## src/rtl/binary_matrix_scan.sv

```systemverilog
// ============================================================================
// binary_matrix_scan
//   Multiplexes the four binary-clock digits onto a 4x4 LED matrix: one column
//   per digit, one row per bit. Each column is preceded by an all-off blanking
//   window and driven with 16-step PWM. Digits and brightness are captured once
//   per frame into shadow registers, so a counter carry in the middle of a scan
//   cannot tear the displayed time.
//
//   Parameters
//     COL_CYCLES    drive cycles per column (multiple of 16, >= 16)
//     BLANK_CYCLES  all-off cycles before each column (>= 1)
//   Ports
//     hwclk        in   system clock
//     rst          in   asynchronous active-high reset
//     dm0/dm1      in   minutes units/tens digit  -> columns 0/1
//     dh0/dh1      in   hours units/tens digit    -> columns 2/3
//     bright       in   PWM duty in sixteenths (0 = dark)
//     col          out  one-hot column enable, active-high
//     row          out  row drive, active-high (bit i of the active digit)
//     frame_start  out  one-cycle pulse at each frame boundary
//   Revision: 1.0
// ============================================================================
`default_nettype none

module binary_matrix_scan #(
  parameter int COL_CYCLES   = 3008,
  parameter int BLANK_CYCLES = 16
) (
  input  logic       hwclk,
  input  logic       rst,
  input  logic [3:0] dm0,
  input  logic [3:0] dm1,
  input  logic [3:0] dh0,
  input  logic [3:0] dh1,
  input  logic [3:0] bright,
  output logic [3:0] col,
  output logic [3:0] row,
  output logic       frame_start
);

  localparam int CNT_MAX = (COL_CYCLES > BLANK_CYCLES) ? COL_CYCLES : BLANK_CYCLES;
  localparam int CW      = $clog2(CNT_MAX + 1);

  localparam logic [CW-1:0] COL_LAST   = CW'(COL_CYCLES - 1);
  localparam logic [CW-1:0] BLANK_LAST = CW'(BLANK_CYCLES);
  localparam logic [CW-1:0] CNT_ONE    = CW'(1);

  typedef enum logic {
    BLANK = 1'b0,
    DRIVE = 1'b1
  } state_t;

  state_t          state, state_nx;
  logic [1:0]      ci, ci_nx;
  logic [CW-1:0]   cnt, cnt_nx;
  logic [3:0]      pwm, pwm_nx;
  logic [3:0][3:0] shadow;
  logic [3:0]      shadow_bright;
  logic            capture;
  logic [3:0]      col_nx, row_nx;

  // In BLANK, cnt runs 1..BLANK_CYCLES; every transition into BLANK loads 1.
  // cnt = 0 in BLANK therefore only occurs straight out of reset, which marks
  // the first edge after reset as a frame boundary of the same length as any
  // other blanking window.
  always_comb begin
    state_nx = state;
    ci_nx    = ci;
    cnt_nx   = cnt;
    pwm_nx   = pwm;
    capture  = 1'b0;
    col_nx   = 4'b0000;
    row_nx   = 4'b0000;

    unique case (state)
      BLANK: begin
        if (cnt == '0) begin
          capture = 1'b1;
          cnt_nx  = CNT_ONE;
        end else if (cnt == BLANK_LAST) begin
          state_nx = DRIVE;
          cnt_nx   = '0;
          pwm_nx   = 4'd0;
        end else begin
          cnt_nx = cnt + CNT_ONE;
        end
      end
      DRIVE: begin
        pwm_nx = pwm + 4'd1;
        if (cnt == COL_LAST) begin
          state_nx = BLANK;
          cnt_nx   = CNT_ONE;
          ci_nx    = ci + 2'd1;
          capture  = (ci == 2'd3);
        end else begin
          cnt_nx = cnt + CNT_ONE;
        end
      end
      default: state_nx = BLANK;
    endcase

    // Outputs are registered, so they are derived from the next-state values.
    if (state_nx == DRIVE) begin
      col_nx = 4'b0001 << ci_nx;
      if (pwm_nx < shadow_bright) begin
        row_nx = shadow[ci_nx];
      end
    end
  end

  always_ff @(posedge hwclk or posedge rst) begin
    if (rst) begin
      state         <= BLANK;
      ci            <= 2'd0;
      cnt           <= '0;
      pwm           <= 4'd0;
      shadow        <= '0;
      shadow_bright <= 4'd0;
      col           <= 4'b0000;
      row           <= 4'b0000;
      frame_start   <= 1'b0;
    end else begin
      state       <= state_nx;
      ci          <= ci_nx;
      cnt         <= cnt_nx;
      pwm         <= pwm_nx;
      col         <= col_nx;
      row         <= row_nx;
      frame_start <= capture;
      if (capture) begin
        shadow        <= {dh1, dh0, dm1, dm0};
        shadow_bright <= bright;
      end
    end
  end

endmodule

`default_nettype wire
```

## config.mk

```make
export PLATFORM = sky130hd
export DESIGN_NAME = binary_matrix_scan
export DESIGN_NICKNAME = d
export VERILOG_FILES = /design/src/rtl/binary_matrix_scan.sv
export SDC_FILE = /design/constraint.sdc
export NUM_CORES = 1
export LEC_CHECK = 0
export ABC_AREA = 1
export CAP_MARGIN = 20
export CELL_PAD_IN_SITES_DETAIL_PLACEMENT = 2
export CELL_PAD_IN_SITES_GLOBAL_PLACEMENT = 2
export CORE_MARGIN = 4
export CORE_UTILIZATION = 33
export CTS_CLUSTER_DIAMETER = 60
export CTS_CLUSTER_SIZE = 20
export DETAILED_ROUTE_END_ITERATION = 16
export GPL_TIMING_DRIVEN = 1
export HOLD_SLACK_MARGIN = 0.03
export PLACE_DENSITY_LB_ADDON = 0.1
export SYNTH_ARGS = -nofsm -noshare
export SYNTH_HDL_FRONTEND = slang
export SYNTH_SLANG_ARGS = --single-unit
```

## constraint.sdc

```tcl
create_clock -name hwclk -period 2.72 [get_ports hwclk]
set_input_delay 0.544 -clock hwclk [delete_from_list [all_inputs] [get_ports hwclk]]
set_output_delay 0.544 -clock hwclk [all_outputs]
set_load 0.05 [all_outputs]
```

==> results.json <==
{
  "fin_crit_sh_pct": 82.0,
  "hold_viol": 0,
  "routed_wl_um": 6300,
  "ys_ff_latch": 48,
  "synthSimpleGateAreaFrac_pct": 33.0,
  "min_period_ps": 2230,
  "hpwl_um": 4970,
  "slew_headroom_pct": 63.6,
  "grt.overflow.total": 0,
  "worstRegToRegCells": 13,
  "final_layout_size_suffix_gt1_share_pct": 8.76,
  "critical_path.max_stage_delay_ps": 390,
  "hold_start": "shadow[0]",
  "cts_tree": "built",
  "grt_use_total_pct": 15.6,
  "setup_viol": 0,
  "async_reset_ff_share_pct": 100,
  "synth_area_per_cell_um2": 8.41,
  "syn_inst": 296,
  "viasPerCell": 4.72,
  "fin_nets": 359,
  "grt_max_degree": 26,
  "cts_sinks": 48,
  "post_drt_wl_per_cell_um": 14.7,
  "cts_buffer_depth": 2,
  "clk_latency_ps": 300,
  "end_kind": "flip-flop",
  "postLayoutCoreUtil_pct": 41.1,
  "min_path_type": "flip-flop to flip-flop",
  "synth_xor_area_share_pct": 1.76,
  "whs_ps": 524,
  "fill_cells": 870,
  "start_util_pct": 34.1,
  "diodes": 0,
  "postCtsHoldBufs": 0,
  "critPathRequiredTime_ps": 2960,
  "crit_arrival_ps": 2470,
  "skew_ps": 4.59,
  "cp_common_cell": "nand2_1",
  "fp.dieW_um": 94.8,
  "area_delta_synth_final_pct": 20.3,
  "portBuffers": 30,
  "io_pins": 31,
  "tightest_slew_ps": 546,
  "synth-compound-area-share_pct": 6.54,
  "cts_made_buffers": 5,
  "fin_cells": 430,
  "syn_nets": 325,
  "ctsHtreeMaxLevel": 2,
  "firstDrtPassIters": 4,
  "die_h_um": 94.8,
  "crit_type": "flip-flop to flip-flop",
  "routabilityCongestion": 0.794,
  "min_path_cells": 2,
  "grt_pass1_vias": 2277,
  "placementRows": 31,
  "route.detailed.drc": 0,
  "ctsResizeCount": 0,
  "leakagePower_nw": 1.47,
  "totalPowerFinal_mw": 1.29,
  "synth_top_family_by_area": "simple AND/OR/NAND/NOR gates",
  "synth.area.mux_share_pct": 0,
  "ant_nets": 0,
  "cap_violations": 0,
  "cp_slowest_cell": "dfrtp_1",
  "power_density_nw_per_um2": 430,
  "synth_flop_cell": "dfrtp_1",
  "critical_path.max_fanout": 4,
  "drv_slew": 0,
  "place_inst": 422,
  "synth.distinct_cells": 37,
  "synth_fa_ha_area_share_pct": 3.52,
  "status": "finished, final reports clean",
  "worstSetupStartpointType": "flip-flop",
  "drt_iter0_drc": 27,
  "fmax_ghz": 0.448,
  "grt_setup_unrepaired": "false",
  "cts_root_buf": "clkbuf_8",
  "core_um2": 7290,
  "synth-edff-count": 0,
  "syn_area_um2": 2490,
  "r2r-start": "cnt[0]",
  "irDropWorstVdd_v": 0.000204,
  "cp-startpoint": "cnt[0]",
  "via_count": 2028,
  "tns_ps": 0,
  "grt_pass1_wl_um": 10900,
  "ys_warn_count": 0,
  "crit_chain": "inv_1 -> ha_1 -> nand2_1 -> nor2_1 -> nand3_1 -> nand3_1 -> o21ai_0 -> ha_1 -> a21oi_1 -> nand2_1 -> a21oi_4 -> nand2_1 -> inv_1",
  "synth-seq-area-share_pct": 48.3,
  "cts.clk_slew.worst_paths_ps": 90,
  "cts_setup_buffers": 0,
  "dieArea_um2": 8990,
  "antenna_found_initial": 0
}
[metal layers]
metal,vias up,track usage (%),routed length [um]
met4,0,4.33,73
met1,986,18.4,2710
met3,8,2.39,127
met2,21,28.9,3390
met5,-,0,0
li1,1013,-,-
[power breakdown]
group          leakage [nW]  internal, mW  switching, mW
Clock                0.0455         0.208          0.236
Combinational         0.820        0.0503         0.0529
Sequential            0.601         0.732        0.00922
Total                  1.47         0.990          0.298
[worst paths after layout]
path	endpoint	slack (ps)
max in group asynchronous	shadow[11]	1590
worst max-delay path	row[1]	490
worst min register to register	shadow[0]	520
worst max register to register	row[1]	490
min in group asynchronous	row[2]	610
worst min-delay path	shadow[0]	520
[kinds of logic (layout without fill, tap and decap cells)]
group / Yosys count / in the layout
AO/OA/AOI/OAI: 24 / 24
XOR/XNOR: 5 / 5
adder cells (fa/ha/maj): 7 / 7
buffers and inverters: 39 / 74
flip-flops: 48 / 48
AND/OR/NAND/NOR: 173 / 173
[critical path: cells and delay by family, from the launching register on]
family / cells / cell delay (ps)
AO/OA/AOI/OAI: 3 / 440
adder cells (fa/ha/maj): 2 / 470
buffers and inverters: 2 / 160
flip-flops: 1 / 390
AND/OR/NAND/NOR: 6 / 720
[registers in the layout (all words and copies together), names as in the netlist]
| register | cells |
|---|---|
| ci | 2 |
| cnt | 12 |
| col | 4 |
| frame_start | 1 |
| pwm | 4 |
| row | 4 |
| shadow | 16 |
| shadow_bright | 4 |
| state | 1 |
[layout by cell type (no fill, tap or decap), types with 2 or more instances in the layout]
cell type,count
inv_1,29
nand2_2,3
nand3_4,3
nor3_1,6
a211oi_1,2
inv_2,2
nand2_4,3
a21oi_1,11
clkbuf_8,6
nand2_1,95
dfrtp_1,48
buf_4,2
nor2_4,2
clkdlybuf4s50_1,30
xor2_1,4
nor2_1,15
o21ai_0,4
nand3_1,39
ha_1,7
clkbuf_1,2
[cell usage after synthesis, types with 3 or more instances]
master | count | area (um2)
nand2_1 | 95 | 357
dfrtp_1 | 48 | 1200
nand3_1 | 39 | 195
inv_1 | 30 | 113
nor2_1 | 15 | 56.3
a21oi_1 | 11 | 55.1
ha_1 | 7 | 87.6
nor3_1 | 6 | 30.0
o21ai_0 | 4 | 20.0
xor2_1 | 4 | 35.0
nand2_2 | 3 | 18.8
nand2_4 | 3 | 33.8
nand3_4 | 3 | 52.6
[final cells by class]
type                       count  area [um2]  area share (%)
inverter                      33         128            4.26
multi-input combinational    209        1120            37.3
clock buffer                   8        90.1            3.01
sequential                    48        1200            40.1
timing repair buffer          33         335            11.2
tap                           99         124            4.14
[metrics by stage]
step	setup slack [ps]	area, um2
2_1_floorplan	750	2490
3_3_place_gp	597	2900
3_5_place_dp	466	2900
4_1_cts	441	2990
5_1_grt	144	2990
6_report	490	2990
Power figures use the tool's default switching activity.
